$ cat src/rtl/rv_fetch_pkg.sv
// Shared types for the rv_fetch prefetch unit: the buffered entry and the FSM states.
package rv_fetch_pkg;

  typedef struct packed {
    logic [31:0] pc;
    logic [31:0] instr;
  } fetch_entry_t;

  typedef enum logic [1:0] {
    ST_RESET_HOLD = 2'd0,
    ST_FETCH      = 2'd1,
    ST_DISCARD    = 2'd2
  } fetch_state_e;

  localparam int ENTRY_W = $bits(fetch_entry_t);

endpackage

$ cat src/rtl/rv_fetch_fifo.sv
// Prefetch buffer: power-of-two circular FIFO with flush; push and pop may coincide when full.
module rv_fetch_fifo
  import rv_fetch_pkg::*;
#(
  parameter int DEPTH = 4
) (
  input  logic                       i_clk,
  input  logic                       i_reset,
  input  logic                       i_flush,
  input  logic                       i_push,
  input  logic [ENTRY_W-1:0]         i_push_data,
  input  logic                       i_pop,
  output logic [ENTRY_W-1:0]         o_head,
  output logic [$clog2(DEPTH):0]     o_count,
  output logic                       o_empty
);

  localparam int AW = $clog2(DEPTH);

  logic [ENTRY_W-1:0] mem_q [DEPTH];
  logic [AW-1:0]      rd_q, wr_q;
  logic [AW:0]        cnt_q;

  // Storage carries no reset; only pointers and count define what is live.
  always_ff @(posedge i_clk) begin
    if (i_push && !i_flush) mem_q[wr_q] <= i_push_data;
  end

  always_ff @(posedge i_clk or posedge i_reset) begin
    if (i_reset) begin
      rd_q  <= '0;
      wr_q  <= '0;
      cnt_q <= '0;
    end else if (i_flush) begin
      rd_q  <= '0;
      wr_q  <= '0;
      cnt_q <= '0;
    end else begin
      if (i_push) wr_q <= wr_q + 1'b1;
      if (i_pop)  rd_q <= rd_q + 1'b1;
      case ({i_push, i_pop})
        2'b10:   cnt_q <= cnt_q + 1'b1;
        2'b01:   cnt_q <= cnt_q - 1'b1;
        default: cnt_q <= cnt_q;
      endcase
    end
  end

  assign o_head  = mem_q[rd_q];
  assign o_count = cnt_q;
  assign o_empty = (cnt_q == '0);

endmodule

$ cat src/rtl/rv_fetch.sv
// Instruction prefetch with in-order bus responses, redirect discard and a small output FIFO.
// Define RV_FETCH_BYPASS_EN to forward a kept response straight to decode when the FIFO is empty.
module rv_fetch
  import rv_fetch_pkg::*;
#(
  parameter logic [31:0] RESET_ADDR = 32'h0000_0000,
  parameter int          FIFO_DEPTH = 4
) (
  input  logic        i_clk,
  input  logic        i_reset,
  input  logic        i_pc_change,
  input  logic [31:0] i_pc_target,
  input  logic        i_stall,
  output logic        o_instr_req,
  output logic [31:0] o_instr_addr,
  input  logic        i_instr_ack,
  input  logic        i_instr_rvalid,
  input  logic [31:0] i_instr_rdata,
  output logic        o_valid,
  output logic [31:0] o_instr,
  output logic [31:0] o_pc,
  output logic [1:0]  o_dbg_state
);

  localparam int          CW      = $clog2(FIFO_DEPTH) + 1;
  localparam logic [CW:0] DEPTH_V = (CW+1)'(FIFO_DEPTH);
  localparam logic [31:0] RST_PC  = RESET_ADDR & ~32'h3;

  fetch_state_e  state_q, state_d;
  logic [31:0]   fetch_pc_q, fetch_pc_d;
  logic [31:0]   resp_pc_q, resp_pc_d;
  logic [CW-1:0] outst_q, outst_d;
  logic [CW-1:0] discard_q, discard_d;

  logic          accept, keep, drop, bypass, push, pop, fifo_valid, fifo_empty;
  logic [CW-1:0] fifo_count;
  fetch_entry_t  head, push_entry;
  logic [31:0]   target_aligned;

  assign target_aligned = i_pc_target & ~32'h3;
  assign accept = o_instr_req & i_instr_ack;
  assign drop   = i_instr_rvalid & (discard_q != '0);
  // A response in the redirect cycle belongs to the old stream even if nothing is pending discard.
  assign keep   = i_instr_rvalid & (discard_q == '0) & !i_pc_change;

`ifdef RV_FETCH_BYPASS_EN
  assign bypass = keep & fifo_empty & !i_stall;
`else
  assign bypass = 1'b0;
`endif

  assign push       = keep & !bypass;
  assign fifo_valid = !fifo_empty & !i_pc_change;
  assign pop        = fifo_valid & !i_stall;
  assign push_entry = '{pc: resp_pc_q, instr: i_instr_rdata};

  rv_fetch_fifo #(.DEPTH(FIFO_DEPTH)) u_fifo (
    .i_clk       (i_clk),
    .i_reset     (i_reset),
    .i_flush     (i_pc_change),
    .i_push      (push),
    .i_push_data (push_entry),
    .i_pop       (pop),
    .o_head      (head),
    .o_count     (fifo_count),
    .o_empty     (fifo_empty)
  );

  assign o_instr_req  = (state_q != ST_RESET_HOLD) && !i_pc_change &&
                        (({1'b0, fifo_count} + {1'b0, outst_q}) < DEPTH_V);
  assign o_instr_addr = fetch_pc_q;
  assign o_valid      = fifo_valid | bypass;
  assign o_instr      = bypass ? i_instr_rdata : (fifo_empty ? 32'h0 : head.instr);
  assign o_pc         = bypass ? resp_pc_q : (fifo_empty ? resp_pc_q : head.pc);
  assign o_dbg_state  = state_q;

  always_comb begin
    state_d    = state_q;
    fetch_pc_d = fetch_pc_q;
    resp_pc_d  = resp_pc_q;
    outst_d    = outst_q;
    discard_d  = discard_q;

    case ({accept, i_instr_rvalid})
      2'b10:   outst_d = outst_q + 1'b1;
      2'b01:   outst_d = outst_q - 1'b1;
      default: outst_d = outst_q;
    endcase

    if (i_pc_change) begin
      fetch_pc_d = target_aligned;
      resp_pc_d  = target_aligned;
      discard_d  = outst_q - CW'(i_instr_rvalid);
    end else begin
      if (accept) fetch_pc_d = fetch_pc_q + 32'd4;
      if (keep)   resp_pc_d  = resp_pc_q + 32'd4;
      if (drop)   discard_d  = discard_q - 1'b1;
    end

    case (state_q)
      ST_RESET_HOLD: state_d = ST_FETCH;
      ST_FETCH, ST_DISCARD: begin
        if (i_pc_change)             state_d = (discard_d != '0) ? ST_DISCARD : ST_FETCH;
        else if (discard_d == '0)    state_d = ST_FETCH;
      end
      default: state_d = ST_RESET_HOLD;
    endcase
  end

  always_ff @(posedge i_clk or posedge i_reset) begin
    if (i_reset) begin
      state_q    <= ST_RESET_HOLD;
      fetch_pc_q <= RST_PC;
      resp_pc_q  <= RST_PC;
      outst_q    <= '0;
      discard_q  <= '0;
    end else begin
      state_q    <= state_d;
      fetch_pc_q <= fetch_pc_d;
      resp_pc_q  <= resp_pc_d;
      outst_q    <= outst_d;
      discard_q  <= discard_d;
    end
  end

endmodule
$ cat config.mk
export PLATFORM = sky130hd
export DESIGN_NAME = rv_fetch
export DESIGN_NICKNAME = d
export VERILOG_FILES = /design/src/rtl/rv_fetch_pkg.sv /design/src/rtl/rv_fetch_fifo.sv /design/src/rtl/rv_fetch.sv
export SDC_FILE = /design/constraint.sdc
export NUM_CORES = 1
export LEC_CHECK = 0
export CORE_ASPECT_RATIO = 1.25
export CORE_MARGIN = 2
export CORE_UTILIZATION = 63
export DETAILED_ROUTE_END_ITERATION = 12
export DONT_BUFFER_PORTS = 1
export PLACE_DENSITY = 0.79
export SLEW_MARGIN = 20
export SYNTH_ARGS = -nofsm -noshare
export SYNTH_HDL_FRONTEND = slang
export SYNTH_SLANG_ARGS = --single-unit
export TNS_END_PERCENT = 50
$ cat constraint.sdc
create_clock -name i_clk -period 3.7 [get_ports i_clk]
set_input_delay 0.37 -clock i_clk [delete_from_list [all_inputs] [get_ports i_clk]]
set_output_delay 0.37 -clock i_clk [all_outputs]
set_load 0.05 [all_outputs]
==> Yosys cells after proc, flatten, opt, wreduce, memory -nomap -nowiden <==
Memory sizes are Yosys's and may differ from the RTL's.
Index checks and enable logic that the tools add are counted.
{ "classes": {"muxes": 21, "n_eq_ne": 7, "bitwise_logic": 6, "n_lt_le_gt_ge": 1, "reduce_logical": 19, "n_addsub": 11} }
{ "ops": {"columns": ["operator", "n"], "rows": [
  ["$mux 32", 6],
  ["$add 32x3->32 const B", 2],
  ["$mux 2", 7],
  ["$pmux 3 s2", 2],
  ["$reduce_bool 2->1", 5],
  ["$logic_not 3->1", 3],
  ["$mux 3", 3],
  ["$reduce_bool 3->1", 3],
  ["$sub 3x1->3 const B", 3],
  ["$add 3x1->3 const B", 2],
  ["$and 1x1->1", 6],
  ["$eq 2x1->1 const B", 3],
  ["$eq 2x2->1 const B", 3],
  ["$add 2x1->2 const B", 2],
  ["$add 3x3->4", 1],
  ["$lt 4x3->1 const B", 1],
  ["$pmux 2 s2", 1],
  ["$logic_and 1x1->1", 3],
  ["$logic_not 1->1", 3],
  ["$ne 3x3->1 const B", 1],
  ["$sub 3x1->3", 1],
  ["$logic_not 2->1", 1],
  ["$mux 1", 2],
  ["$reduce_or 2->1", 1]
]} }
{ "word_totals": {"out_inout_bits": 100, "reg_bits": 79, "inputBits": 70, "ram_bits": 256, "elab_cells": 74, "mem_count": 1} }
{ "memory_table": {"columns": ["name", "depth", "width", "read_ports", "rd_clocked_by_memory_dff", "wr", "line", "text"], "rows": [
  ["u_fifo.mem_q", 4, 64, 1, 0, 1, "rv_fetch_fifo.sv:20", "logic [ENTRY_W-1:0] mem_q [DEPTH];"]
]} }

==> Depth between registers and ports, before layout <==
Gate-level depths: netlist of run 1.
{ "logic_depth": {"depth_word": 8, "mapped_depth": 13, "mapped_depth_nobuf": 11} }

==> Modules after synthesis <==
From an unflattened synthesis of run 1, not the netlist that was laid out.
{ "unflattened": {"cells_unflattened": 875, "hier_area_um2": 14173.6} }
{ "modules_own_cells": {"columns": ["mod", "instances", "area_each_um2", "seq_area_each_um2", "cells_per_inst"], "rows": [
  ["rv_fetch_fifo", 1, 9665.5, 7862.5, 377],
  ["rv_fetch", 1, 4508.1, 1701.6, 498]
]} }

==> Worst setup path after synthesis of run 1 <==
No wires, ideal clock.
{ "synth_timing": {"path_kind": "flip-flop to flip-flop", "from": "register discard_q[0]", "to": "memory u_fifo.mem_q[0][0] (netlist bit) (enable)", "path_slack_ps": 607, "period_less_slack_ps": 3093, "n_path_buf": 0, "path_stages_with_launch": 6, "t_arrival_ps": 2666, "required_ps": 3273, "setup_ps": 427, "path_cell_list": "dfrtp_1 inv_1 ha_1 nand2b_1 nor2_1 and3_1"} }
{ "synth_between": {"elab_chain_len": 6} }
{ "synth_rtl": {"columns": ["item", "line", "text"], "rows": [
  ["from (decl)", "rv_fetch.sv:33", "logic [CW-1:0] discard_q, discard_d;"],
  ["from (signal assigned)", "rv_fetch.sv:122", "discard_q <= discard_d;"],
  ["$logic_not 3->1", "rv_fetch.sv:44", "assign keep = i_instr_rvalid & (discard_q == '0) & !i_pc_change;"],
  ["$and 1x1->1 (2 in a row)", "rv_fetch.sv:44", null],
  ["$logic_and 1x1->1", "rv_fetch_fifo.sv:26", "if (i_push && !i_flush) mem_q[wr_q] <= i_push_data;"],
  ["$mux 1", "rv_fetch_fifo.sv:26", null],
  ["$mux 1 (not written as such)", "rv_fetch_fifo.sv:26", null],
  ["to (decl)", "rv_fetch_fifo.sv:20", null]
]} }
No other way between the ends.

==> Worst setup path in the final report of run 1 <==
{ "layout_timing": {"from": "register u_fifo.cnt_q[1], in the netlist u_fifo.o_count[1]", "to": "output port o_pc[20]"} }
{ "layout_between": {"elab_chain_len": 2} }
{ "layout_rtl": {"columns": ["item", "line", "text"], "rows": [
  ["from (decl)", "rv_fetch_fifo.sv:22", "logic [AW:0] cnt_q;"],
  ["from (signal assigned)", "rv_fetch_fifo.sv:42", "2'b10: cnt_q <= cnt_q + 1'b1;"],
  ["from (signal assigned)", "rv_fetch_fifo.sv:43", "2'b01: cnt_q <= cnt_q - 1'b1;"],
  ["from (signal assigned)", "rv_fetch_fifo.sv:44", "default: cnt_q <= cnt_q;"],
  ["$logic_not 3->1", "rv_fetch_fifo.sv:51", "assign o_empty = (cnt_q == '0);"],
  ["$mux 32", "rv_fetch.sv:74", "assign o_pc = bypass ? resp_pc_q : (fifo_empty ? resp_pc_q : head.pc);"],
  ["to (decl)", "rv_fetch.sv:21", "output logic [31:0] o_pc,"]
]} }
No other way between the ends.

==> results by group, run 1 <==
Power
  – Leakage: 5.57 nW
  – Total power: 10.7 mW
  – Peak supply drop: 0.443 mV
  – Power Dens Cells: 666 nW/um^2

Critical path
  – R2R Setup Slk: 0.81 ns
  – Critical Path Sink Type: output port
  – Critical Path Source Type: flop
  – RR Endpoint: outst_q[2]
  – Reg2Reg Depth: 12
  – WS Path Type: reg2out
  – Crit-path max FO: 34
  – CP required: 3.33 ns
  – Worst reg2reg startpoint: o_dbg_state[1]
  – Worst EP arrival: 2.79 ns

STA
  – Total negative slack: 0 ns
  – Final Max Tran Viols: 0
  – Max Freq: 316 MHz
  – RSZ-0062 raised after global routing: no
  – Layout Skew: 0.0151 ns
  – Hold Vio Cnt, Final: 0
  – Final min period: 3.16 ns
  – Slew at the pin with the worst max-slew slack: 0.955 ns
  – Final setup viols: 0
  – Max_slew headroom: 36.1%
  – Final period util: 85.4%

Synthesis
  – Sequential share of the synthesized area: 66.7%
  – Top FF cell, synth: edfxtp_1
  – Post-synth EDFFs: 248
  – Mapped Area: 14,000 um^2
  – Yosys reg bits: 323
  – Syn avg cell area: 16.0 um^2
  – Async SR Flop Fraction: 23.2%
  – Syn Inst Count: 874
  – Yosys warning total: 0
  – Post-synth cell types: 59

Final layout
  – Area grow syn2layout: 15.4%
  – Nets@finish: 1,061
  – Fillers: 1,266
  – Ratio of cells with drive above 1 in the final layout: 21.8%

Floorplanning
  – Core area: 21,600 um^2
  – IO Pins: 170
  – Starting density of the core: 64.6%
  – Site Rows: 60
  – Die area: 23,400 um^2
  – Die Y-Extent: 171 um
  – Die width: 137 um

CTS
  – H-tree levels: 1
  – Clock Pin Slew Worst Setup and Hold Paths: 0.07 ns
  – Root Buffer Master: clkbuf_16
  – TritonCTS Buffers: 29
  – CTS Sinks: 323
  – Max Root-Sink Buffers: 3
  – Clk_lat worst skew: 0.56 ns
  – CTS tree: built
  – Post-CTS Setup Repair Bufs: 0

Hold path
  – Worst Hold Depth: 2
  – Hold Path Class: in2reg
  – Hold Path End: o_dbg_state[0]
  – Hold Path Origin: i_pc_change

Routing
  – Drt via density: 6.37
  – DRC Markers: 0
  – DR iter-0 viols: 576
  – ANT nets after route: 0
  – Vias: 8,132
  – WL per Instance: 23.3 um
  – Drt total wl: 29,800 um
  – Drt first pass iters: 6

Global route
  – Antenna violations before repair: 0
  – GRT Overall Usage: 26.2%
  – Total grt overflow: 0
  – First-pass GRT wire length: 46,800 um
  – Largest net degree at the start of global routing: 54
  – Number of global-route vias before repair: 8,488

Outcome
  – Outcome: completed

Placed design
  – Final HPWL DP: 18,400 um
  – I/O Buffers: 0
  – Gpl congestion: 0.872

Run
  – Max-cap violations: 0
[cell usage after synthesis (all sizes together) (2+ instances only)]
library cell | n | area (um^2)
o211ai | 15 | 113
xnor2 | 17 | 149
a31oi | 5 | 31.3
a21oi | 8 | 40.0
and2 | 4 | 25.0
nand2b | 4 | 25.0
a211oi | 3 | 22.5
edfxtp | 248 | 7450
clkbuf | 19 | 71.3
o311ai | 6 | 52.6
fa | 2 | 40.0
nor3 | 13 | 108
nand3 | 34 | 180
nand4 | 21 | 168
xor2 | 28 | 245
a21boi | 6 | 45.0
a31o | 2 | 17.5
nor2 | 31 | 116
nor4 | 8 | 96.3
inv | 24 | 92.6
dfrtp | 75 | 1880
a311oi | 2 | 17.5
nand3b | 3 | 22.5
and3 | 15 | 93.8
nor2b | 33 | 206
a311o | 3 | 30.0
a21o | 2 | 15.0
mux2 | 32 | 360
mux4 | 62 | 1400
buf | 23 | 131
mux2i | 3 | 30.0
ha | 15 | 188
and4 | 4 | 35.0
o21ai | 37 | 185
or3 | 4 | 25.0
nand2 | 54 | 203
[through the flow]
stage | util (%) | area, um^2 | std cells | hold WS (ns) | setup WS [ns]
floorplan | - | 14000 | 877 | 0.467 | 0.607
global placement | 67.5 | 14600 | 1164 | 0.440 | 0.906
detailed placement | 67.5 | 14600 | 1164 | 0.443 | 0.818
CTS | 74.6 | 16100 | 1276 | 0.00380 | 0.486
global route | 74.6 | 16100 | 1276 | 0.0192 | 0.386
finish | 74.6 | 16100 | 1277 | 0.0129 | 0.539
[repair_timing]
item | 4_1_cts | 5_1_grt
hold buffers | 58 | 0
hold endpoints to repair | 223 | 0
resized for setup | 0 | 0
[critical path, cell delays in order (launching register included)]
cell	delay, ns
dfrtp_1	0.47
nor3_4	0.63
buf_4	0.56
mux2_2	0.54
[layout by cell type, fill, tap and decap left out, types with 31 or more instances in the layout]
cell type and n:
dlygate4sd3_1 57, nor2b_1 33, edfxtp_1 248, nor2_1 31, buf_4 45, mux2_2 32
mux4_2 62, dfrtp_1 73, nand3_1 32, nand2_1 54
[power breakdown]
group          internal [mW]  leakage, nW  switching, mW  total, mW
logic                   1.05         1.96           2.07       3.12
clock network           1.69        0.462           1.31       3.00
registers               4.13         3.14          0.502       4.63
[registers in the layout, summed over array words and instances, names as in the netlist]
register	cells
outst_q	3
u_fifo.mem_q	248
discard_q	3
u_fifo.rd_q	2
u_fifo.wr_q	2
resp_pc_q	30
o_instr_addr	30
o_dbg_state	2
u_fifo.o_count	3
[worst max-delay path by stage]
stage / start / to / depth (start not counted)
final: u_fifo.o_count[1] / o_pc[20] / 3
after global routing: u_fifo.o_count[0] / o_pc[14] / 3
after CTS: u_fifo.rd_q[0] / o_pc[29] / 3
after detailed placement: o_dbg_state[1] / outst_q[2] / 12
after global placement: o_dbg_state[1] / outst_q[2] / 12
after floorplan: discard_q[0] / u_fifo.mem_q[0][0] / 5
[cells by family (layout without fill, tap and decap cells)]
group	Yosys count	in the layout	synth area share, %
DFF	323	323	66.7
and+or+nand+nor	230	230	9.49
muxes	97	97	12.8
AOI/OAI and AO/OA	95	95	4.42
buffers and inverters	66	186	2.11
xor gates and xnor gates	45	45	2.82
adders and majority gates	17	17	1.63
other	1	5	0.0268
[cell type report]
class | instances | area [um^2] | share of cell area [%]
diodes | 1 | 2.50 | 0.0155
clock buffers | 38 | 769 | 4.77
clock inverters | 16 | 181 | 1.12
inverters | 24 | 93.8 | 0.582
multi-input cells | 488 | 4380 | 27.1
flip-flops and latches | 323 | 9330 | 57.8
well taps | 279 | 349 | 2.16
repair buffers | 108 | 1030 | 6.38
[layer usage]
metal | GRT usage, % | vias up | part of all wire, %
met3 | 4.53 | 55 | 6.9
met1 | 34.5 | 4144 | 39
met4 | 6.86 | 0 | 2.1
li1 | - | 3580 | -
met5 | 0 | - | 0
met2 | 45.5 | 353 | 52
Note: power is estimated with default switching activity, not from simulation.
==> inputs of run 2 (changes only) <==
--- a/config.mk
+++ b/config.mk
@@ -11,6 +11,7 @@
 export DETAILED_ROUTE_END_ITERATION = 12
 export DONT_BUFFER_PORTS = 1
 export PLACE_DENSITY = 0.79
+export REMOVE_ABC_BUFFERS = 1
 export SLEW_MARGIN = 20
 export SYNTH_ARGS = -nofsm -noshare
 export SYNTH_HDL_FRONTEND = slang
==> run 2 against run 1 <==
Compared with the run above: die area unchanged; clock skew about the same; global-route usage decreased by 1.1 points; flip-flop and latch count unchanged; clock power increased by 3%; largest power group unchanged.
==> results by group, run 2 (synthesis gave the netlist of run 1 again) <==
CTS
  – Clk_lat worst skew: 0.55 ns (was 0.56 ns)
  – Root Buffer Master: clkbuf_16 (unchanged)
  – CTS tree: built (unchanged)
  – Post-CTS Setup Repair Bufs: 0 (unchanged)
  – Max Root-Sink Buffers: 3 (unchanged)
  – Resize count post-CTS: 0 (unchanged)
  – TritonCTS Buffers: 30 (was 29)
  – CTS Sinks: 323 (unchanged)
  – CTS Hold Bufs: 52 (was 58)
  – Clock Pin Slew Worst Setup and Hold Paths: 0.07 ns (about the same)
  – H-tree levels: 1 (unchanged)

Hold path
  – Hold Path Class: in2reg (unchanged)
  – Hold Path Origin: i_pc_change (unchanged)

Critical path
  – Critical Path Source Type: flop (unchanged)
  – Worst Setup SP: u_fifo.rd_q[1] (was u_fifo.o_count[1])
  – WS Path Type: reg2out (unchanged)
  – Critical Path Sink Type: output port (unchanged)
  – Worst EP arrival: 2.62 ns (was 2.79 ns)
  – CP required: 3.33 ns (about the same)
  – Worst reg2reg startpoint: o_dbg_state[1] (unchanged)
  – Crit-path max FO: 32 (was 34)

Routing
  – Drt first pass iters: 5 (was 6)
  – WL per Instance: 23.2 um (was 23.3 um)
  – Drt via density: 6.44 (was 6.37)
  – DRC Markers: 0 (unchanged)
  – Drt total wl: 28,900 um (was 29,800 um)
  – ANT nets after route: 0 (unchanged)
  – Vias: 8,031 (was 8,132)
  – DR iter-0 viols: 629 (was 576)

STA
  – Layout Skew: 0.0153 ns (was 0.0151 ns)
  – Max Freq: 335 MHz (was 316 MHz)
  – Final period util: 80.7% (was 85.4%)
  – Final min period: 2.99 ns (was 3.16 ns)
  – Hold Vio Cnt, Final: 0 (unchanged)
  – Final setup viols: 0 (unchanged)
  – Max_slew headroom: 33.6% (was 36.1%)
  – Slew at the pin with the worst max-slew slack: 0.994 ns (was 0.955 ns)
  – Final Max Tran Viols: 0 (unchanged)
  – RSZ-0062 raised after global routing: no (unchanged)

Floorplanning
  – Die area: 23,400 um^2 (unchanged)
  – Core area: 21,600 um^2 (unchanged)
  – Site Rows: 60 (unchanged)
  – Die Y-Extent: 171 um (unchanged)
  – Starting density of the core: 64.6% (unchanged)
  – IO Pins: 170 (unchanged)
  – Die width: 137 um (unchanged)

Final layout
  – Ratio of cells with drive above 1 in the final layout: 20.2% (was 21.8%)
  – Cell area after layout: 16,000 um^2 (was 16,100 um^2)
  – Max FFs per register: 248 (unchanged)
  – Most common cell after layout, fill and taps aside: edfxtp_1 (unchanged)
  – Antenna cells: 0 (was 1)
  – Layout Utilization: 73.8% (was 74.6%)
  – Nets@finish: 1,032 (was 1,061)
  – Area grow syn2layout: 14.2% (was 15.4%)
  – Most flops, register: u_fifo.mem_q (unchanged)
  – Commonest non-fill, non-tap cells in the layout: edfxtp_1, dfrtp_1, mux4_2 (unchanged)

Power
  – Leakage: 5.42 nW (was 5.57 nW)
  – Power Dens Cells: 671 nW/um^2 (was 666 nW/um^2)
  – Peak supply drop: 0.507 mV (was 0.443 mV)

Placed design
  – I/O Buffers: 0 (unchanged)
  – Gpl congestion: 0.866 (was 0.872)
  – Final HPWL DP: 18,300 um (was 18,400 um)
  – Placed inst area: 14,400 um^2 (was 14,600 um^2)

Global route
  – Total grt overflow: 0 (unchanged)
  – Number of global-route vias before repair: 8,305 (was 8,488)
  – GRT Overall Usage: 25.1% (was 26.2%)
  – First-pass GRT wire length: 44,900 um (was 46,800 um)
  – Largest net degree at the start of global routing: 44 (was 54)
  – Antenna violations before repair: 0 (unchanged)

Run
  – Max-cap violations: 0 (unchanged)

Outcome
  – Outcome: completed (unchanged)
[run 2: cell types whose count changed in the layout (fill, tap and decap cells not counted), moves of 2 or more]
cell,before,now
clkinv_2,6,4
clkinvlp_4,1,6
clkbuf_1,8,5
and3_2,4,0
dlygate4sd3_1,57,51
clkinv_1,2,4
buf_4,45,21
and3_4,0,4
clkbuf_16,29,31
clkinv_4,2,0
[run 2: path summary, 6_finish.rpt]
check | end | slack [ns] | depth (start not counted)
worst min-delay path | resp_pc_q[23] | 0.02 | 2
worst max-delay path | o_instr[15] | 0.71 | 2
min in group asynchronous | o_instr_addr[24] | 0.42 | 2
max in group asynchronous | u_fifo.rd_q[0] | 2.19 | 3
worst max register to register | outst_q[2] | 0.78 | 12
worst min register to register | outst_q[0] | 0.51 | 1
[run 2: layer usage]
layer / vias to the layer above / track usage [%] / wire length (um) / share of wire (%)
met5: - / 0 / 0 / 0
met4: 0 / 6.14 / 539 / 1.9
met3: 50 / 4.27 / 2010 / 6.9
met2: 356 / 44.3 / 15200 / 53
met1: 4105 / 32.6 / 11200 / 39
li1: 3520 / - / - / -
[run 2: per-stage QoR]
step,setup TNS [ns],setup slack [ns],hold slack (ns),std cells,power [mW]
6_report,0,0.713,0.0179,1248,10.7
4_1_cts,0,0.655,0.00435,1248,10.8
2_1_floorplan,-21.01,-0.688,0.433,835,7.07
3_5_place_dp,0,0.823,0.437,1140,7.63
3_3_place_gp,0,0.906,0.410,1140,7.53
5_1_grt,0,0.567,0.0193,1248,11.1
[run 2: final cells by class]
| class | count | area, um^2 |
|---|---|---|
| tap | 279 | 349 |
| clock inverter | 20 | 214 |
| inverter | 24 | 92.6 |
| fill | 1297 | 5660 |
| clock buffer | 36 | 795 |
| timing repair buffer | 78 | 788 |
| multi-input combinational | 488 | 4390 |
| sequential | 323 | 9330 |
[run 2: worst max-delay path, stage by stage, from the launching register on]
cell and delay, ns:
dfrtp_2 0.93, mux4_2 0.35, nor2b_1 0.77
[run 2: power by group]
part,internal (mW),total [mW],switching [mW]
Sequential,4.13,4.60,0.468
Clock,1.81,3.10,1.29
Combinational,0.944,3.01,2.07
==> inputs of run 3 (changes only) <==
==> constraint.sdc (replaced) <==
create_clock -name i_clk -period 3.1 [get_ports i_clk]
set_input_delay 0.31 -clock i_clk [delete_from_list [all_inputs] [get_ports i_clk]]
set_output_delay 0.31 -clock i_clk [all_outputs]
set_load 0.05 [all_outputs]
==> run 3 against run 2 <==
Compared with the run above: sequential share of layout area down 1.5 points; flip-flop and latch count unchanged; clock skew up 0.0075 ns; critical endpoint is now o_pc[21]; cell area up 2.7%; final cell count up 3.6%.
==> results by group, run 3 (synthesis gave the netlist of run 1 again) <==
STA
  – Final setup viols: 0 (unchanged)
  – Final min period: 2.86 ns
  – Final period util: 92.2%
  – Hold slack: 0.0169 ns (was 0.0179 ns)
  – Layout Skew: 0.0227 ns (was 0.0153 ns)
  – Slew at the pin with the worst max-slew slack: 0.917 ns (was 0.994 ns)
  – Max Freq: 350 MHz
  – Final Max Tran Viols: 0 (unchanged)
  – Hold Vio Cnt, Final: 0 (unchanged)
  – Max_slew headroom: 38.8% (was 33.6%)
  – RSZ-0062 raised after global routing: no (unchanged)

Run
  – Max-cap violations: 0 (unchanged)

Outcome
  – Outcome: completed (unchanged)

Critical path
  – Crit-path max FO: 63 (was 32)
  – Worst EP arrival: 2.55 ns (was 2.62 ns)
  – Worst Setup SP: u_fifo.o_count[1] (was u_fifo.rd_q[1])
  – CP required: 2.79 ns (was 3.33 ns)
  – CP cell instances: nor3_4, buf_4, mux2_2 (was mux4_2, nor2b_1)
  – Cell family with most CP delay: buffers and inverters (was flip-flops)
  – CP peak stage delay: 0.67 ns (was 0.93 ns)
  – CP Buf/Inv Count: 1 (was 0)
  – Critical Path Sink Type: output port (unchanged)
  – Critical Path Source Type: flop (unchanged)
  – Worst reg2reg startpoint: u_fifo.o_count[1] (was o_dbg_state[1])
  – WS Path Type: reg2out (unchanged)
  – Slowest CP cell: buf_4 (was dfrtp_2)

Floorplanning
  – Site Rows: 60 (unchanged)
  – Die width: 137 um (unchanged)
  – Core area: 21,600 um^2 (unchanged)
  – Die area: 23,400 um^2 (unchanged)
  – Die Y-Extent: 171 um (unchanged)
  – IO Pins: 170 (unchanged)
  – Starting density of the core: 64.6% (unchanged)

Placed design
  – Final HPWL DP: 17,300 um (was 18,300 um)
  – I/O Buffers: 0 (unchanged)
  – Post-Place Cells: 1,173 (was 1,140)
  – Gpl congestion: 0.862 (was 0.866)

Power
  – Power Dens Cells: 802 nW/um^2 (was 671 nW/um^2)
  – Total power: 13.1 mW (was 10.7 mW)
  – Leakage: 5.68 nW (was 5.42 nW)
  – P_sw: 4.63 mW (was 3.82 mW)
  – Peak supply drop: 0.501 mV (was 0.507 mV)
  – Sequential share of power: 40.3% (was 42.9%)
  – Switching portion of total power: 35.3% (was 35.7%)
  – P_int: 8.51 mW (was 6.89 mW)
  – Comb power frac: 30.7% (was 28.1%)
  – Clk pwr share: 29.0% (about the same)

Hold path
  – Hold Path Origin: i_pc_change (unchanged)
  – Hold Path Class: in2reg (unchanged)

Routing
  – Drt total wl: 29,200 um (was 28,900 um)
  – WL per Instance: 22.6 um (was 23.2 um)
  – Top Metal Used: met4 (unchanged)
  – Vias: 8,191 (was 8,031)
  – Total length of routed met3 wires: 2040 um (was 2010 um)
  – DRC Markers: 0 (unchanged)
  – DR WL met2: 15,200 um (about the same)
  – ANT nets after route: 0 (unchanged)
  – Drt first pass iters: 6 (was 5)
  – DR iter-0 viols: 639 (was 629)
  – WL met1: 11,200 um (about the same)
  – Drt via density: 6.33 (was 6.44)

Global route
  – GRT Overall Usage: 25.7% (was 25.1%)
  – Number of global-route vias before repair: 8,689 (was 8,305)
  – Largest net degree at the start of global routing: 65 (was 44)
  – First-pass GRT wire length: 45,900 um (was 44,900 um)
  – Antenna violations before repair: 0 (unchanged)
  – Total grt overflow: 0 (unchanged)

CTS
  – TritonCTS Buffers: 30 (unchanged)
  – CTS tree: built (unchanged)
  – Post-CTS Setup Repair Bufs: 0 (unchanged)
  – Root Buffer Master: clkbuf_16 (unchanged)
  – Max Root-Sink Buffers: 3 (unchanged)
  – H-tree levels: 1 (unchanged)
  – Clk_lat worst skew: 0.55 ns (about the same)
  – CTS Sinks: 323 (unchanged)
  – Clock Pin Slew Worst Setup and Hold Paths: 0.07 ns (about the same)

Final layout
  – Multi-input gate area: 4390 um^2 (unchanged)
  – Ratio of cells with drive above 1 in the final layout: 22.8% (was 20.2%)
  – Fillers: 1,267 (was 1,297)
  – Most flops, register: u_fifo.mem_q (unchanged)
  – Non-Filler Instances: 1,293 (was 1,248)
  – Most common cell after layout, fill and taps aside: edfxtp_1 (unchanged)
  – Antenna cells: 0 (unchanged)
  – Max FFs per register: 248 (unchanged)
  – Area grow syn2layout: 17.3% (was 14.2%)
  – Sequential cell area: 9330 um^2 (unchanged)
  – Layout Utilization: 75.8% (was 73.8%)
  – Nets@finish: 1,077 (was 1,032)
  – Commonest non-fill, non-tap cells in the layout: edfxtp_1, dfrtp_1, dlygate4sd3_1 (was edfxtp_1, dfrtp_1, mux4_2)
==> run 3: area by class of cell <==
cell class	count	share of cell area [%]
clock buffer	37	5.12
clock inverter	19	1.27
inverter	24	0.565
multi-input combinational	488	26.8
sequential	323	56.9
tap	279	2.13
timing repair buffer	123	7.18
==> run 3: power by group through the flow <==
stage / logic [mW] / clock network, mW / registers (mW)
finish: 4.03 / 3.81 / 5.30
global route: 4.29 / 4.02 / 5.33
CTS: 4.07 / 3.86 / 5.29
detailed placement: 3.95 / 0 / 5.38
global placement: 3.86 / 0 / 5.35
floorplan: 2.87 / 0 / 5.57
==> run 3: through the flow <==
stage / TNS [ns] / area [um^2] / setup WS [ns]
2_1_floorplan: -57.46 / 13800 / -1.29
4_1_cts: 0 / 16400 / 0.212
3_5_place_dp: 0 / 14700 / 0.615
6_report: 0 / 16400 / 0.243
5_1_grt: 0 / 16400 / 0.110
3_3_place_gp: 0 / 14700 / 0.701
==> run 3: worst reg2reg max path, cell delays in order, from the launching register on <==
cell and delay, ns:
dfrtp_1 0.47, ha_1 0.32, nand3_1 0.08, and4_1 0.26, inv_4 0.20, ha_1 0.23
inv_1 0.07, fa_1 0.39, xor2_1 0.15, nor2_1 0.11, xor2_1 0.16
==> run 3: metal layers <==
layer	vias up	global-route usage, %
met5	-	0
met4	0	8.25
met3	63	4.53
met2	371	44.9
met1	4154	32.8
li1	3603	-
==> run 3: what timing repair did <==
| action | CTS | global route |
|---|---|---|
| gates resized for setup | 0 | 0 |
| hold buffers | 64 | 0 |
| hold endpoints to repair | 238 | 0 |
==> run 3: path summary, 6_finish.rpt <==
check | to | slack (ns) | cells past startpoint
min in group asynchronous | o_instr_addr[24] | 0.43 | 2
worst min register to register | outst_q[0] | 0.52 | 1
max in group asynchronous | u_fifo.rd_q[0] | 1.88 | 3
worst max register to register | outst_q[2] | 0.60 | 10
worst max-delay path | o_pc[21] | 0.24 | 3
worst min-delay path | o_instr_addr[24] | 0.02 | 2
